===== config.mk =====
export PLATFORM = sky130hd
export DESIGN_NAME = fwd_hazard_unit
export DESIGN_NICKNAME = d
export VERILOG_FILES = /design/src/rtl/fwd_hazard_unit.sv
export SDC_FILE = /design/constraint.sdc
export NUM_CORES = 1
export LEC_CHECK = 0
export BUFFER_PORTS_ARGS = -buffer_cell sky130_fd_sc_hd__buf_4
export CORE_ASPECT_RATIO = 1.1
export CORE_MARGIN = 3
export CORE_UTILIZATION = 59
export DETAILED_ROUTE_END_ITERATION = 10
export PLACE_DENSITY = 0.87
export SETUP_SLACK_MARGIN = 0.05
export SLEW_MARGIN = 25
export SYNTH_ARGS = -nofsm -noshare
export SYNTH_HDL_FRONTEND = slang
export SYNTH_SLANG_ARGS = --single-unit

===== constraint.sdc =====
create_clock -name clk_cpu -period 7.8 [get_ports clk_cpu]
set_input_delay 2.34 -clock clk_cpu [delete_from_list [all_inputs] [get_ports clk_cpu]]
set_output_delay 2.34 -clock clk_cpu [all_outputs]
set_load 0.02 [all_outputs]

===== src/rtl/fwd_hazard_unit.sv =====
// Forwarding-select, load-use stall and redirect-flush control for the ID stage,
// with saturating event counters and a sticky stall watchdog.
module fwd_hazard_unit #(
  parameter  int NSTG      = 3,
  parameter  int LOAD_LAT  = 1,
  parameter  int FLUSH_CYC = 1,
  parameter  int MAX_STALL = 8,
  parameter  int CNT_W     = 32,
  localparam int SEL_W     = $clog2(NSTG + 1)
) (
  input  logic                clk_cpu,
  input  logic                rst_cpu,
  input  logic [4:0]          rs1_id,
  input  logic [4:0]          rs2_id,
  input  logic                rs1_re,
  input  logic                rs2_re,
  input  logic [5*NSTG-1:0]   rd_stg,
  input  logic [NSTG-1:0]     we_stg,
  input  logic [NSTG-1:0]     ld_stg,
  input  logic                redirect_ex,
  output logic [SEL_W-1:0]    fwd1_sel,
  output logic [SEL_W-1:0]    fwd2_sel,
  output logic                stall,
  output logic                bubble_ex,
  output logic                flush_if_id,
  output logic                stall_err,
  output logic [CNT_W-1:0]    perf_stall,
  output logic [CNT_W-1:0]    perf_flush,
  output logic [CNT_W-1:0]    perf_fwd
);

  localparam int         RUN_W     = $clog2(MAX_STALL + 1);
  localparam logic [1:0] FC_RELOAD = (FLUSH_CYC > 1) ? 2'(FLUSH_CYC - 2) : 2'd0;

  typedef enum logic {S_IDLE, S_FLUSH} state_t;

  state_t             state_q;
  logic [1:0]         fc_q;
  logic [RUN_W-1:0]   run_q, run_d;
  logic               err_q, err_d;
  logic [CNT_W-1:0]   ps_q, ps_d, pf_q, pf_d, pw_q, pw_d;

  logic [NSTG-1:0]    m1, m2;
  logic [SEL_W-1:0]   sel1, sel2;
  logic               hz1, hz2, hz;
  logic               in_flush, flush_c, stall_c, bubble_c;

  for (genvar gi = 0; gi < NSTG; gi++) begin : g_match
    logic [4:0] rd_k;
    assign rd_k      = rd_stg[5*gi +: 5];
    assign m1[gi]    = rs1_re && (rs1_id == rd_k) && we_stg[gi] && (rd_k != 5'd0);
    assign m2[gi]    = rs2_re && (rs2_id == rd_k) && we_stg[gi] && (rd_k != 5'd0);
  end

  // Scan oldest to youngest so the youngest match overwrites; returns {hazard, sel}.
  function automatic logic [SEL_W:0] pick(input logic [NSTG-1:0] m, input logic [NSTG-1:0] ld);
    logic [SEL_W:0] r;
    r = '0;
    for (int k = NSTG - 1; k >= 0; k--) begin
      if (m[k]) begin
        if (ld[k] && (k < LOAD_LAT)) r = {1'b1, {SEL_W{1'b0}}};
        else                         r = {1'b0, SEL_W'(k + 1)};
      end
    end
    return r;
  endfunction

  assign {hz1, sel1} = pick(m1, ld_stg);
  assign {hz2, sel2} = pick(m2, ld_stg);
  assign hz          = hz1 || hz2;

  assign in_flush = (state_q == S_FLUSH);
  assign flush_c  = redirect_ex || in_flush;
  assign stall_c  = hz && !redirect_ex && !in_flush;
  assign bubble_c = flush_c || stall_c;

  always_ff @(posedge clk_cpu) begin
    if (rst_cpu) begin
      state_q <= S_IDLE;
      fc_q    <= 2'd0;
    end else begin
      case (state_q)
        S_IDLE: begin
          if (redirect_ex && (FLUSH_CYC > 1)) begin
            state_q <= S_FLUSH;
            fc_q    <= FC_RELOAD;
          end
        end
        default: begin
          if (redirect_ex)         fc_q    <= FC_RELOAD;
          else if (fc_q == 2'd0)   state_q <= S_IDLE;
          else                     fc_q    <= fc_q - 2'd1;
        end
      endcase
    end
  end

  function automatic logic [CNT_W-1:0] sat_inc(input logic [CNT_W-1:0] c, input logic ev);
    return (ev && (c != {CNT_W{1'b1}})) ? c + 1'b1 : c;
  endfunction

  always_comb begin
    run_d = '0;
    if (stall_c) run_d = (run_q == RUN_W'(MAX_STALL)) ? run_q : run_q + 1'b1;
    err_d = err_q || (run_d == RUN_W'(MAX_STALL));
    ps_d  = sat_inc(ps_q, stall_c);
    pf_d  = sat_inc(pf_q, flush_c);
    pw_d  = sat_inc(pw_q, (sel1 != '0) || (sel2 != '0));
  end

  always_ff @(posedge clk_cpu) begin
    if (rst_cpu) begin
      run_q <= '0;
      err_q <= 1'b0;
      ps_q  <= '0;
      pf_q  <= '0;
      pw_q  <= '0;
    end else begin
      run_q <= run_d;
      err_q <= err_d;
      ps_q  <= ps_d;
      pf_q  <= pf_d;
      pw_q  <= pw_d;
    end
  end

  // Reset masks every output, including the registered ones, in the same cycle.
  assign fwd1_sel    = rst_cpu ? '0   : sel1;
  assign fwd2_sel    = rst_cpu ? '0   : sel2;
  assign stall       = rst_cpu ? 1'b0 : stall_c;
  assign bubble_ex   = rst_cpu ? 1'b0 : bubble_c;
  assign flush_if_id = rst_cpu ? 1'b0 : flush_c;
  assign stall_err   = rst_cpu ? 1'b0 : err_q;
  assign perf_stall  = rst_cpu ? '0   : ps_q;
  assign perf_flush  = rst_cpu ? '0   : pf_q;
  assign perf_fwd    = rst_cpu ? '0   : pw_q;

endmodule


==> flow_summary_export.csv, run 1 <==
group,metric,value,unit
power_and_ir_drop,leakagePower,0.00297,uW
cells_and_area,multi_input_area,0.00379,mm2
detailed_routing,drt_iter0_markers,295,
clock_tree,clockRootBuffer,"clkbuf_8",
cells_and_area,syn2layout_area_growth,20.7,%
detailed_routing,drtPass1Iterations,4,
cells_and_area,utilization,0.738,
detailed_routing,totalWireLength,15.3,mm
place,place_ws,1.08,ns
cells_and_area,nFillCells,746,
synthesis,ys_seq_area_frac,0.343,
die,rows,38,
critical_path,crit_type,"in2out",
global_route,grt_overflow,0,
global_route,antenna_found_initial,0,
synthesis,syn_avg_cell_area,8.03,um2
detailed_routing,detail-route-antenna-nets,0,
synthesis,synth_fp_nets,799,
cells_and_area,fin_area,0.00733,mm2
die,initial_core_util,0.612,
detailed_routing,wl_per_cell,15.3,um
place,portBuffers,137,
die,die_h,112,um
timing,fmax,148,MHz
clock_tree,postCtsSetupBuffers,0,
cells_and_area,nets,919,
timing,clock_skew,0.0129,ns
place,placed_cell_area,0.00714,mm2
clock_tree,clock_latency,0.36,ns
run_status,status,"finished, final reports clean",
clock_tree,clkTransAtPathRegs,0.10,ns
synthesis,netlist.area_leader.share,0.343,
global_route,grt_max_degree,111,
min_path,hold_class,"reg2reg",
global_route,track_usage,0.263,
global_route,grt_pass1_wl,25.2,mm
detailed_routing,viasPerCell,5.71,
critical_path,cp.arrival,4.41,ns
clock_tree,hold_buffers,0,
clock_tree,cts_max_level,3,
synthesis,synth_area,0.00608,mm2
cells_and_area,final_layout_size_suffix_gt1_frac,0.190,
timing,tightestPinTransition,0.864,ns
critical_path,critical_path.max_fanout,7,
power_and_ir_drop,powerDensity,130,mW/mm2
synthesis,synth_flop_cell,"dfxtp_1",
timing,final-setup-viol-count,0,
timing,final_hold_viol_count,0,
critical_path,cpMostUsedCell,"buf_4",
timing,slew_violations,0,
timing,post-route-period-util,0.866,
timing,slew_headroom,0.423,
timing,finalSetupTns,0,ns
critical_path,crit_path_start_kind,"input pin",
critical_path,required,5.46,ns
power_and_ir_drop,vdd_drop_max,105,uV
synthesis,synth_area_leader_cell,"dfxtp_1",
flow_run,max_cap_viol_count,0,
synthesis,synth_edf_count,0,
critical_path,path_cells,"buf_4, xor2_1, nor4_1, nand4_1, a21oi_1, nand2b_1, inv_1, buf_4",
die,core,0.00994,mm2
die,dieArea,0.0116,mm2
timing,rsz0062_at_grt,"no",
clock_tree,cts_tree,"done",
synthesis,ys.warnings.count,0,
synthesis,synth.distinct_cells,46,
cells_and_area,n_antenna_cell,0,
critical_path,critPathSlowestCell,"a21oi_1",
synthesis,synthArstFlopShare,0,
clock_tree,cts_made_buffers,9,
place,gp_congestion,0.889,
timing,final.min_clock_period,6.75,ns
synthesis,synth_seq_cells,104,
detailed_routing,vias,5726,
clock_tree,cts_buffer_depth,2,
synthesis,synth_cells,757,
global_route,grt_pass1_vias,5547,
critical_path,crit_path_end_kind,"output port",
place,hpwl,11.4,mm
die,die_w,103,um
clock_tree,cts_resized,0,
timing,layout_setup_ws,1.05,ns
detailed_routing,drc,0,
die,ios,140,
critical_path,crit_path_max_incr_delay,0.63,ns
synthesis,yosys-top-cells-area,"dfxtp_1, nor2b_1, nor2_1, xor2_1, mux2_1",
cells_and_area,regArea,0.00208,mm2
clock_tree,cts.sink_count,104,
[critical path, delay by kind of cell]
kind,cells,cell delay (ns)
AOI/OAI and AO/OA,1,0.63
buffers and inverters,3,0.39
xor gates and xnor gates,1,0.15
and+or+nand+nor,3,0.90
[cells in the mapped netlist (4+ instances only)]
| library cell | instances |
|---|---|
| and4_1 | 7 |
| nor3_1 | 30 |
| xnor2_1 | 34 |
| xor2_1 | 49 |
| clkbuf_1 | 23 |
| and2_1 | 7 |
| dfxtp_1 | 104 |
| or3_1 | 10 |
| nand2_1 | 43 |
| nor4_1 | 13 |
| nand3_1 | 39 |
| a21oi_1 | 18 |
| o21ai_1 | 7 |
| inv_1 | 17 |
| o21ai_0 | 5 |
| nor2_1 | 121 |
| and3_1 | 15 |
| mux2_1 | 30 |
| buf_6 | 4 |
| nor3b_1 | 6 |
| buf_1 | 4 |
| ha_1 | 6 |
| nor2b_1 | 90 |
| nand4_1 | 40 |
[sequential cells by signal (all words and copies together) (netlist names)]
signal    cells
err_q         1
pf_q         32
pw_q         32
ps_q         32
run_q         4
fc_q          2
in_flush      1
[report_power, final]
| part | total, uW | leakage [uW] | internal (uW) | switching, uW |
|---|---|---|---|---|
| clock | 344 | 0.0000970 | 159 | 185 |
| sequential | 534 | 0.000838 | 532 | 1.63 |
| combinational | 74.8 | 0.00203 | 29.0 | 45.9 |
| total | 952 | 0.00297 | 719 | 233 |
[path summary, 6_finish.rpt]
path             start       end  slack, ns  cells past startpoint
max          rd_stg[3]     stall       1.05                      8
min           ps_q[31]  ps_q[31]       0.50                      2
max reg2reg   ps_q[20]  ps_q[25]       4.89                      7
min reg2reg   ps_q[31]  ps_q[31]       0.50                      2
[layout by cell type (no fill, tap or decap), drive strengths merged, types with 2 or more instances in the layout]
master    n
ha        6
a21o      3
nand4    41
mux2     31
xor2     49
nand3    40
nor4     16
nor4b     4
or4       2
nand2b    2
and2      7
and3     15
inv      18
nand3b    3
buf     140
a21oi    18
nor3     32
clkbuf   12
nor3b     6
o21ai    12
nand2    43
a211oi    2
mux2i     2
xnor2    34
and4      7
or3      10
a31oi     2
dfxtp   104
nor2    121
a21bo     2
nor2b    90
[area by class of cell]
cell class	count	area share
Clock buffer	12	0.0198
Sequential cell	104	0.284
Clock inverter	4	0.00699
Timing Repair Buffer	140	0.144
Multi-Input combinational cell	605	0.516
Inverter	17	0.00870
Tap cell	120	0.0205
[routing by layer]
| layer | vias up | wire (um) | track usage |
|---|---|---|---|
| met5 | - | 0 | 0 |
| met2 | 157 | 7820 | 0.454 |
| met1 | 2711 | 6340 | 0.314 |
| met4 | 0 | 381 | 0.109 |
| li1 | 2825 | - | - |
| met3 | 33 | 767 | 0.0522 |
[metrics by stage]
step / hold WS (ns) / std cells / power (uW)
floorplan: 0.457 / 757 / 589
global placement: 0.467 / 986 / 615
detailed placement: 0.482 / 986 / 619
CTS: 0.496 / 1002 / 956
global route: 0.529 / 1002 / 983
finish: 0.496 / 1002 / 952
[cells by family after synthesis]
group,after synthesis,share of synthesized area
compound gates,44,0.0438
xor+xnor,83,0.120
fa+ha+maj,6,0.0124
buf+inv,48,0.0346
flops,104,0.343
mux,33,0.0607
simple gates,439,0.386
Note: power is estimated with default switching activity, not from simulation.
==> run 2: changes to the inputs <==
--- a/config.mk
+++ b/config.mk
@@ -5,7 +5,7 @@
 export SDC_FILE = /design/constraint.sdc
 export NUM_CORES = 1
 export LEC_CHECK = 0
-export BUFFER_PORTS_ARGS = -buffer_cell sky130_fd_sc_hd__buf_4
+export BUFFER_PORTS_ARGS = -buffer_cell sky130_fd_sc_hd__buf_2
 export CORE_ASPECT_RATIO = 1.1
 export CORE_MARGIN = 3
 export CORE_UTILIZATION = 59
==> run 2 against run 1 <==
Clock-buffer cell count decreased by 2. First-iteration DRC count decreased by 4.4%. Cell area decreased by 4.7%. Clock power decreased by 5.8%. Utilization decreased by 3.5 points. Largest cell class unchanged. Largest power group unchanged.
==> flow_summary_export.csv, run 2 (synthesized netlist as in run 1, its figures left out) <==
group,metric,value,unit
critical_path,cp.arrival,4.26,ns
die,rows,38,
timing,final.min_clock_period,6.60,ns
clock_tree,cts_max_level,3,
clock_tree,hold_buffers,0,
critical_path,critPathSlowestCell,"a21oi_1",
run_status,status,"finished, final reports clean",
timing,fmax,152,MHz
cells_and_area,syn2layout_area_growth,15.0,%
power_and_ir_drop,vdd_drop_max,106,uV
clock_tree,postCtsSetupBuffers,0,
detailed_routing,drc,0,
global_route,antenna_found_initial,0,
die,ios,140,
critical_path,critical_path.max_fanout,7,
clock_tree,clkTransAtPathRegs,0.10,ns
clock_tree,cts_made_buffers,9,
timing,rsz0062_at_grt,"no",
critical_path,crit_path_max_incr_delay,0.60,ns
timing,clock_skew,0.0172,ns
die,initial_core_util,0.612,
timing,post-route-period-util,0.846,
global_route,grt_pass1_vias,5103,
global_route,grt_max_degree,91,
detailed_routing,drt_iter0_markers,282,
cells_and_area,reg_top3,"pf_q (32), ps_q (32), pw_q (32)",
power_and_ir_drop,leakagePower,0.00295,uW
cells_and_area,instances_no_fill,1001,
timing,slew_violations,0,
clock_tree,cts_buffer_depth,2,
place,hpwl,10.3,mm
cells_and_area,n_antenna_cell,0,
die,core,0.00994,mm2
place,portBuffers,137,
timing,slew_headroom,0.406,
clock_tree,clockRootBuffer,"clkbuf_8",
die,dieArea,0.0116,mm2
place,place_ws,1.23,ns
detailed_routing,drtPass1Iterations,4,
critical_path,path_cells,"buf_2, xor2_1, nor4_1, nand4_1, a21oi_1, nand2b_1, inv_1, buf_2",
critical_path,required,5.46,ns
detailed_routing,detail-route-antenna-nets,0,
timing,finalSetupTns,0,ns
cells_and_area,layout_commonest_cell,"buf_2",
place,gp_congestion,0.868,
global_route,track_usage,0.239,
detailed_routing,wl_per_cell,14.0,um
clock_tree,clock_latency,0.37,ns
critical_path,crit_path_start_kind,"input pin",
place,dp_cells,985,
clock_tree,cts.sink_count,104,
timing,final_hold_viol_count,0,
timing,final-setup-viol-count,0,
global_route,grt_overflow,0,
cells_and_area,final_layout_size_suffix_gt1_frac,0.192,
die,die_w,103,um
min_path,hold_class,"reg2reg",
detailed_routing,totalWireLength,14.0,mm
power_and_ir_drop,powerDensity,132,mW/mm2
cells_and_area,nets,918,
timing,layout_setup_ws,1.20,ns
cells_and_area,most-common-layout-cells,"buf_2, nor2_1, dfxtp_1",
critical_path,critical_path_buf_inv_count,3,
clock_tree,cts_resized,0,
critical_path,crit_type,"in2out",
detailed_routing,viasPerCell,5.58,
die,die_h,112,um
critical_path,crit_path_end_kind,"output port",
flow_run,max_cap_viol_count,0,
critical_path,path_delay_family,"simple AND/OR/NAND/NOR gates",
timing,hold-worst-slack,0.512,ns
critical_path,cpMostUsedCell,"buf_2",
global_route,grt_pass1_wl,23.0,mm
detailed_routing,vias,5589,
clock_tree,cts_tree,"done",
timing,tightestPinTransition,0.889,ns
## run 2: changes by cell type in the layout (fill, tap and decap cells not counted), sizes merged
cell | before | now
bufinv | 1 | 0
clkbuf | 12 | 10
inv | 18 | 20
clkinv | 1 | 2
buf | 140 | 139
## run 2: tightest hold or removal path: stages, from the launching register on
cell and delay (ns):
dfxtp_1 0.35, nand2_1 0.07, a21oi_1 0.05
## run 2: layout make-up
| type | instances | area [um2] |
|---|---|---|
| clock buffers | 10 | 138 |
| clock inverters | 6 | 47.5 |
| fillers | 834 | 2950 |
| inverters | 17 | 63.8 |
| multi-input cells | 605 | 3790 |
| flip-flops and latches | 104 | 2080 |
| well taps | 120 | 150 |
| repair buffers | 139 | 719 |
## run 2: where the power goes
group | internal, uW | total, uW | switching [uW]
Sequential | 532 | 534 | 1.67
Combinational | 23.4 | 67.0 | 43.6
Clock | 129 | 324 | 195
Total | 684 | 925 | 241
## run 2: per-stage QoR
stage / util / area (um2) / total power [uW]
finish: 0.703 / 6990 / 925
global route: 0.703 / 6990 / 965
CTS: 0.703 / 6990 / 933
detailed placement: 0.684 / 6800 / 613
global placement: 0.684 / 6800 / 611
floorplan: - / 6080 / 589
## run 2: path summary, 6_finish.rpt
path	startpoint	to	slack (ns)	depth (start not counted)
setup / recovery	rd_stg[3]	stall	1.20	8
hold / removal	pf_q[1]	pf_q[1]	0.51	2
setup reg to reg	in_flush	ps_q[31]	4.99	6
hold reg to reg	pf_q[1]	pf_q[1]	0.51	2
## run 2: routing by layer
metal	part of all wire	GRT usage
met1	0.45	0.309
met2	0.50	0.412
met3	0.042	0.0367
met4	0.0088	0.0596
met5	0	0
